==> src/rtl/gate_truth_sequencer_pkg.sv <==
// Shared definitions for the gate truth-table sequencer: FSM state
// encoding, settle counter width and the default gate input count.
package gate_seq_pkg;

    localparam int SETTLE_W     = 4;
    localparam int DEFAULT_N_IN = 2;

    typedef enum logic [1:0] {
        ST_IDLE   = 2'd0,
        ST_SETTLE = 2'd1,
        ST_SAMPLE = 2'd2,
        ST_DONE   = 2'd3
    } seq_state_e;

endpackage

==> src/rtl/gate_truth_sequencer_settle_timer.sv <==
// Loadable down-counter that times how long each vector settles.
// The counter stops at zero. 'expired' flags the cycle in which the count
// reaches zero on the coming edge, so the FSM can leave SETTLE exactly
// SETTLE cycles after the load.
module settle_timer
    import gate_seq_pkg::*;
(
    input  logic                clk,
    input  logic                reset,
    input  logic                load,
    input  logic [SETTLE_W-1:0] value,
    output logic                expired
);

    logic [SETTLE_W-1:0] count_q;
    logic [SETTLE_W-1:0] count_d;

    // Next count: a load wins; otherwise count down and hold at zero.
    always_comb begin
        count_d = count_q;
        if (load) begin
            count_d = value;
        end else if (count_q != '0) begin
            count_d = count_q - 1'b1;
        end
    end

    // Count register with asynchronous clear.
    always_ff @(posedge clk or posedge reset) begin
        if (reset) begin
            count_q <= '0;
        end else begin
            count_q <= count_d;
        end
    end

    assign expired = (count_q <= SETTLE_W'(1));

endmodule

==> src/rtl/gate_truth_sequencer.sv <==
// Truth-table sweep controller for a small combinational gate. It drives
// every input vector in turn and holds each one for SETTLE+1 cycles. On the
// last edge of that window it samples the gate output. When the sweep ends,
// it compares the captured table against the expected table latched at start.
module gate_truth_sequencer
    import gate_seq_pkg::*;
#(
    parameter  int N_IN   = DEFAULT_N_IN,
    parameter  int SETTLE = 1,
    localparam int ROWS   = 2 ** N_IN
) (
    input  logic            clk,
    input  logic            reset,
    input  logic            start,
    input  logic            abort,
    input  logic [ROWS-1:0] expected,
    output logic [N_IN-1:0] drv,
    input  logic            gate_s,
    output logic            busy,
    output logic            done,
    output logic [ROWS-1:0] table_out,
    output logic            pass,
    output logic [ROWS-1:0] mismatch_mask
);

    localparam logic [SETTLE_W-1:0] SETTLE_VAL = SETTLE_W'(SETTLE);

    seq_state_e      state_q, state_d;
    logic [N_IN-1:0] idx_q, idx_d;
    logic [N_IN-1:0] drv_q, drv_d;
    logic [ROWS-1:0] exp_q, exp_d;
    logic [ROWS-1:0] table_q, table_d;
    logic [ROWS-1:0] mask_q, mask_d;
    logic            pass_q, pass_d;
    logic            timer_load;
    logic            timer_expired;

    settle_timer u_settle_timer (
        .clk     (clk),
        .reset   (reset),
        .load    (timer_load),
        .value   (SETTLE_VAL),
        .expired (timer_expired)
    );

    // Next-state and datapath updates. With SETTLE=0 the SETTLE state is
    // skipped entirely, so one vector is handled per cycle in SAMPLE.
    always_comb begin
        state_d    = state_q;
        idx_d      = idx_q;
        drv_d      = drv_q;
        exp_d      = exp_q;
        table_d    = table_q;
        mask_d     = mask_q;
        pass_d     = pass_q;
        timer_load = 1'b0;
        case (state_q)
            ST_IDLE: begin
                if (start) begin
                    exp_d      = expected;
                    table_d    = '0;
                    mask_d     = '0;
                    pass_d     = 1'b0;
                    idx_d      = '0;
                    drv_d      = '0;
                    timer_load = 1'b1;
                    if (SETTLE == 0) begin
                        state_d = ST_SAMPLE;
                    end else begin
                        state_d = ST_SETTLE;
                    end
                end
            end
            ST_SETTLE: begin
                if (abort) begin
                    state_d = ST_IDLE;
                    drv_d   = '0;
                    pass_d  = 1'b0;
                    mask_d  = '0;
                end else if (timer_expired) begin
                    state_d = ST_SAMPLE;
                end
            end
            ST_SAMPLE: begin
                if (abort) begin
                    state_d = ST_IDLE;
                    drv_d   = '0;
                    pass_d  = 1'b0;
                    mask_d  = '0;
                end else begin
                    table_d[idx_q] = gate_s;
                    if (&idx_q) begin
                        // Last row: grade the completed table on the way to DONE.
                        state_d = ST_DONE;
                        drv_d   = '0;
                        pass_d  = (table_d == exp_q);
                        mask_d  = table_d ^ exp_q;
                    end else begin
                        idx_d      = idx_q + 1'b1;
                        drv_d      = idx_q + 1'b1;
                        timer_load = 1'b1;
                        if (SETTLE == 0) begin
                            state_d = ST_SAMPLE;
                        end else begin
                            state_d = ST_SETTLE;
                        end
                    end
                end
            end
            ST_DONE: begin
                state_d = ST_IDLE;
            end
            default: begin
                state_d = ST_IDLE;
            end
        endcase
    end

    // State and result registers with asynchronous clear.
    always_ff @(posedge clk or posedge reset) begin
        if (reset) begin
            state_q <= ST_IDLE;
            idx_q   <= '0;
            drv_q   <= '0;
            exp_q   <= '0;
            table_q <= '0;
            mask_q  <= '0;
            pass_q  <= 1'b0;
        end else begin
            state_q <= state_d;
            idx_q   <= idx_d;
            drv_q   <= drv_d;
            exp_q   <= exp_d;
            table_q <= table_d;
            mask_q  <= mask_d;
            pass_q  <= pass_d;
        end
    end

    assign drv           = drv_q;
    assign busy          = (state_q == ST_SETTLE) || (state_q == ST_SAMPLE);
    assign done          = (state_q == ST_DONE);
    assign table_out     = table_q;
    assign pass          = pass_q;
    assign mismatch_mask = mask_q;

endmodule

==> config.mk <==
export PLATFORM = sky130hd
export DESIGN_NAME = gate_truth_sequencer
export DESIGN_NICKNAME = d
export VERILOG_FILES = /design/src/rtl/gate_truth_sequencer_pkg.sv /design/src/rtl/gate_truth_sequencer_settle_timer.sv /design/src/rtl/gate_truth_sequencer.sv
export SDC_FILE = /design/constraint.sdc
export NUM_CORES = 1
export LEC_CHECK = 0
export ABC_AREA = 1
export CAP_MARGIN = 25
export CORE_MARGIN = 3
export CORE_UTILIZATION = 25
export DETAILED_ROUTE_END_ITERATION = 8
export PLACE_DENSITY = 0.51
export SYNTH_ARGS = -nofsm -noshare
export SYNTH_HDL_FRONTEND = slang
export SYNTH_HIERARCHICAL = 1
export SYNTH_SLANG_ARGS = --single-unit
==> constraint.sdc <==
create_clock -name clk -period 2.3 [get_ports clk]
set_clock_uncertainty 0.15 [all_clocks]
set_input_delay 0.345 -clock clk [delete_from_list [all_inputs] [get_ports clk]]
set_output_delay 0.345 -clock clk [all_outputs]
set_load 0.02 [all_outputs]
# == After elaboration in Yosys (flattened, before gate mapping) ==
# Index checks and enable logic that the tools add are counted.
# word_totals
ff_bits,23
output_inout_bits,13
wordCells,73
# op_classes
n_addsub,2
n_lt_le_gt_ge,3
n_eq_ne,10
n_mux,35
bitwise,1
reduce_logical,14
# op_table
cell,n
4-bit two-way mux,7
2-bit two-way mux,11
4-bit case mux with 3 select lines,1
1-bit two-way mux,8
"2-bit inequality test, second input constant",4
2-bit case mux with 4 select lines,1
4-bit case mux with 2 select lines,1
4-bit AND reduction,2
"3-bit inequality test, second input constant",2
2-bit case mux with 3 select lines,1
2-bit AND reduction,3
3-bit AND reduction,2
4-bit bitwise mux,1
"2-bit equality test, second input constant",2
4-bit equality test,1
"4-bit by 1-bit less-or-equal comparator with 1-bit output, second input constant",1
2-bit case mux with 2 select lines,1
2-bit nonzero test,2
4-bit nonzero test,1
"4-bit by 1-bit subtractor with 4-bit output, second input constant",1
4-bit bitwise XOR,1
"2-bit by 3-bit < comparator with 1-bit output, second input constant",1
1-bit case mux with 3 select lines,1
3-bit nonzero test,1
8 further kinds,8

# == Logic depth before layout (Yosys ltp) ==
# depth
ltp_word,9
mapped_depth,10
depth_no_buf,10

# == Hierarchy ==
# The synthesis kept the hierarchy.
# by_module_without_submodules
module,n_inst,cells_per_inst,area_each_um2,seq_area_each_um2
gate_truth_sequencer,1,145,1113.6,475.5
settle_timer,1,35,262.8,100.1

# == Worst setup path before layout ==
# OpenSTA, ideal clock, no wires.
# synth_path
kind,flip-flop to flip-flop
startpoint,register state_q[0]
endpoint,register u_settle_timer.count_q[2]
setup_time_ns,0.118
t_arrival_ns,1.373
path_slack_ns,0.659
path_stages_with_launch,9
path_buffers,0
period_less_slack_ns,1.641
cell_sequence,dfrtp_1 inv_1 ha_1 nand2_1 nand2_1 inv_2 nand3_2 o21ai_1 nor2_2
# synth_via
elab_chain_len,3
word_cells_on_any_way,5
classes_between,1 x eq/ne; 2 x mux; 2 x reduce/logical
# synth_lines
item,line_no,text
start: declaration,gate_truth_sequencer.sv:28,"seq_state_e state_q, state_d;"
start signal: assignment,gate_truth_sequencer.sv:130,state_q <= state_d;
2-bit equality test or 2-bit logical NOT (tied branches),gate_truth_sequencer.sv:57,case (state_q)
1-bit case mux with 2 select lines *,gate_truth_sequencer.sv:57,
named net timer_load,gate_truth_sequencer.sv:35,logic timer_load;
4-bit two-way mux or 2-bit nonzero test (tied branches),--,
end signal: assignment,gate_truth_sequencer_settle_timer.sv:33,count_q <= count_d;
end: declaration,gate_truth_sequencer_settle_timer.sv:15,logic [SETTLE_W-1:0] count_q;
# The timed path passes the listed nets; every way through them passes the cells marked *.
# A chain may end at the register's enable or synchronous reset.

# == Worst setup path in the final report ==
# layout_path
startpoint,register state_q[1]
endpoint,output port busy
# layout_via
elab_chain_len,2
word_cells_on_any_way,3
classes_between,2 x eq/ne; 1 x reduce/logical
# layout_lines
item,line_no,text
2-bit by 1-bit equality test with 1-bit output or 2-bit equality test (tied branches),gate_truth_sequencer.sv:141,assign busy = (state_q == ST_SETTLE) || (state_q == ST_SAMPLE);
1-bit logical OR *,gate_truth_sequencer.sv:141,
end: declaration,gate_truth_sequencer.sv:19,"output logic busy,"
# Mark *: on every way between the ends. The rest lies on a longest branch, timed or not.

==> flow_summary_export.csv <==
group,metric,value,unit
placed_design,dpl_cell_area,1697,sq um
worst_setup_path,cp_max_fo,4,
synth,netlist_instances,180,
synth,synth_seq_cells,23,
worst_setup_path,r2r_cells,8,
drt,totalWireLength,2898,microns
drt,vias,1125,
global_route,overflow,0,
worst_setup_path,crit_required,1.80,ns
power,p_int,1.042,mW
finish,final_nets,229,
finish,layout-drive-gt1-share,0.09091,
job,maxCapViolCount,0,
synth,synth_xor_area_frac,0.006364,
worst_setup_path,cp-start-kind,"register",
cts,clk_pin_slew,0.08,ns
sta,finalSetupViolCount,0,
synth,yosys-top-cells-area,"dfrtp_1, nand2_1, ha_1",
worst_setup_path,critPathSlowestCell,"clkdlybuf4s50_1",
synth,synth_ff_type,"dfrtp_1",
finish,antenna_cells,0,
power,seqPwrFrac,0.326,
power,power.leakage,0.8766,nW
worst_setup_path,r2r_slack,0.60,ns
synth,synthDistinctLibCells,24,
drt,ant_nets,0,
worst_setup_path,cp-end-kind,"output pin",
placed_design,port-buffer-count,21,
power,p_sw_frac,0.4497,
floorplanning,core,5205,sq um
cts,ctsHoldBuffers,0,
cts,cts-resized-gates,0,
finish,fin_util,0.3346,
synth,synth_top_area_cell,"dfrtp_1",
global_route,grt_pass1_wl,5016,microns
synth,syn_area_per_cell,7.646,sq um
worst_hold_path,hold_class,"input port to async pin",
drt,drc_errors,0,
cts,cts_sinks,23,
global_route,grt_max_degree,20,
sta,slew_violations,0,
floorplanning,start_util,0.2644,
cts,postCtsSetupBuffers,0,
worst_setup_path,path_buf_inv,2,
power,p_switching,0.8518,mW
floorplanning,die_y,80.20,microns
sta,fin_crit_sh,0.9226,
drt,wl_per_cell,10.39,microns
synth,synth_top_family_by_area,"simple AND/OR/NAND/NOR gates",
cts,cts_made_buffers,3,
power,powerDensity,1087,nW/um^2
drt,viasPerCell,4.032,
synth,yosys-mux-area-fraction,0,
sta,fin_hold_ws,0.1499,ns
cts,cts_tree,"built",
worst_setup_path,critical_path_class,"register to output pin",
sta,fin_crit,2.122,ns
floorplanning,die_x,80.20,microns
floorplanning,io_pins,22,
cts,clk_path_buf_depth,2,
cts,ctsRootBufferMaster,"clkbuf_8",
global_route,antenna_found_initial,0,
worst_setup_path,rr_endpoint,"u_settle_timer/count_q[2]",
sta,tns,0,ns
global_route,grt_pass1_vias,1069,
placed_design,gp_congestion,0.7796,
status,run_status,"finished clean",
floorplanning,fp.dieArea,6431,sq um
worst_setup_path,crit_path_max_incr_delay,0.60,ns
synth,post-synth-top-area-fraction,0.4182,
finish,syn_to_final_growth,26.55,%
power,clockPowerShare,0.132,
worst_setup_path,cp_cell_sequence,"inv_1, ha_1, clkdlybuf4s50_1",
synth,ys_warn_count,6,
global_route,grtUsageTotal,0.09897,
sta,fmax,471.3,MHz
power,combPwrFrac,0.542,
floorplanning,rows,26,
sta,hold_viol,0,
synth,synth_compound_area_frac,0.1109,
placed_design,post-dp-hpwl,2376,microns
finish,final_area,1742,sq um
worst_setup_path,crit-reg2reg-launch,"state_q[0]",
drt,drtIter0Drc,51,
cts,cts_max_level,1,
drt,firstDrtPassIters,3,
synth,synth-edff-count,0,
finish,layout_commonest_cell,"nand2_1",
worst_setup_path,arrival,1.63,ns
synth,synth-seq-area-share,0.4182,
synth,synthAdderAreaFrac,0.09091,
worst_setup_path,cp_top_family,"buffers and inverters",
power,peakVddDrop,480.7,uV
synth,syn_area,1376,sq um
synth,async_flop_share,1.000,
sta,rsz0062_at_grt,"false",
finish,layout_common_cells,"nand2_1, inv_1, dfrtp_1",
synth,synth-simple-area-share,0.2891,
cts,clk_latency,0.26,ns
[area by class of cell]
type,count,area (sq um)
Clock buffer,4,45.04
Tap cell,70,87.58
Fill cell,551,3463
Multi-Input combinational cell,130,699.4
Timing Repair Buffer,23,225.2
Sequential cell,23,575.6
Inverter,29,108.9
[through the flow]
stage	instances	power [mW]	setup WS (ns)
global route	279	2.095	0.08710
detailed placement	275	1.665	0.4795
global placement	275	1.667	0.4820
CTS	279	1.924	0.1752
finish	279	1.894	0.1781
floorplan	182	1.378	0.6590
[synthesized netlist by cell type (all sizes together), types with 2 or more instances]
library cell / count
ha: 10
nor2: 13
dfrtp: 23
nand3: 13
nand2: 62
nand4: 2
inv: 29
o21ai: 14
a21oi: 6
conb: 2
[sequential cells by signal, indices dropped and copies added, names as in the netlist]
signal and cells:
pass 1, exp_q 4, mismatch_mask 4, table_out 4, state_q 2, u_settle_timer/count_q 4
idx_q 2, drv 2
[worst max-delay path by stage]
| stage | from | end | depth (start not counted) |
|---|---|---|---|
| floorplan | state_q[0] | u_settle_timer/count_q[2] | 8 |
| global placement | state_q[0] | busy | 3 |
| detailed placement | abort | u_settle_timer/count_q[2] | 8 |
| CTS | state_q[1] | busy | 3 |
| global route | state_q[1] | busy | 3 |
| finish | state_q[1] | busy | 3 |
[power groups by stage]
stage | Combinational (mW) | Clock, mW | Sequential, mW
2_1_floorplan | 0.750 | 0 | 0.629
6_report | 1.03 | 0.250 | 0.617
4_1_cts | 1.04 | 0.260 | 0.620
5_1_grt | 1.18 | 0.279 | 0.639
3_3_place_gp | 1.04 | 0 | 0.626
3_5_place_dp | 1.04 | 0 | 0.627
[worst reg2reg max path: stages (launching register included)]
cell,delay [ns]
dfrtp_1,0.38
inv_1,0.08
ha_1,0.27
nand2_1,0.15
nand2_1,0.18
inv_2,0.10
nand3_2,0.11
o21ai_1,0.12
nor2_2,0.04
[layer usage]
metal | vias up | GRT usage | part of all wire
met5 | - | 0 | 0
met4 | 0 | 0.03041 | 0.0079
met3 | 2 | 0.02578 | 0.041
met2 | 13 | 0.1507 | 0.44
met1 | 491 | 0.1364 | 0.51
li1 | 619 | - | -
[cells by family (layout without fill, tap and decap cells)]
kind of cell    after synthesis  count (layout)
compound gates               24              24
xor+xnor                      1               1
other cells                   2               4
flops                        23              23
buf+inv                      29              56
fa+ha+maj                    10              10
simple gates                 91              91
No activity file was read; power rests on OpenSTA's default activity.
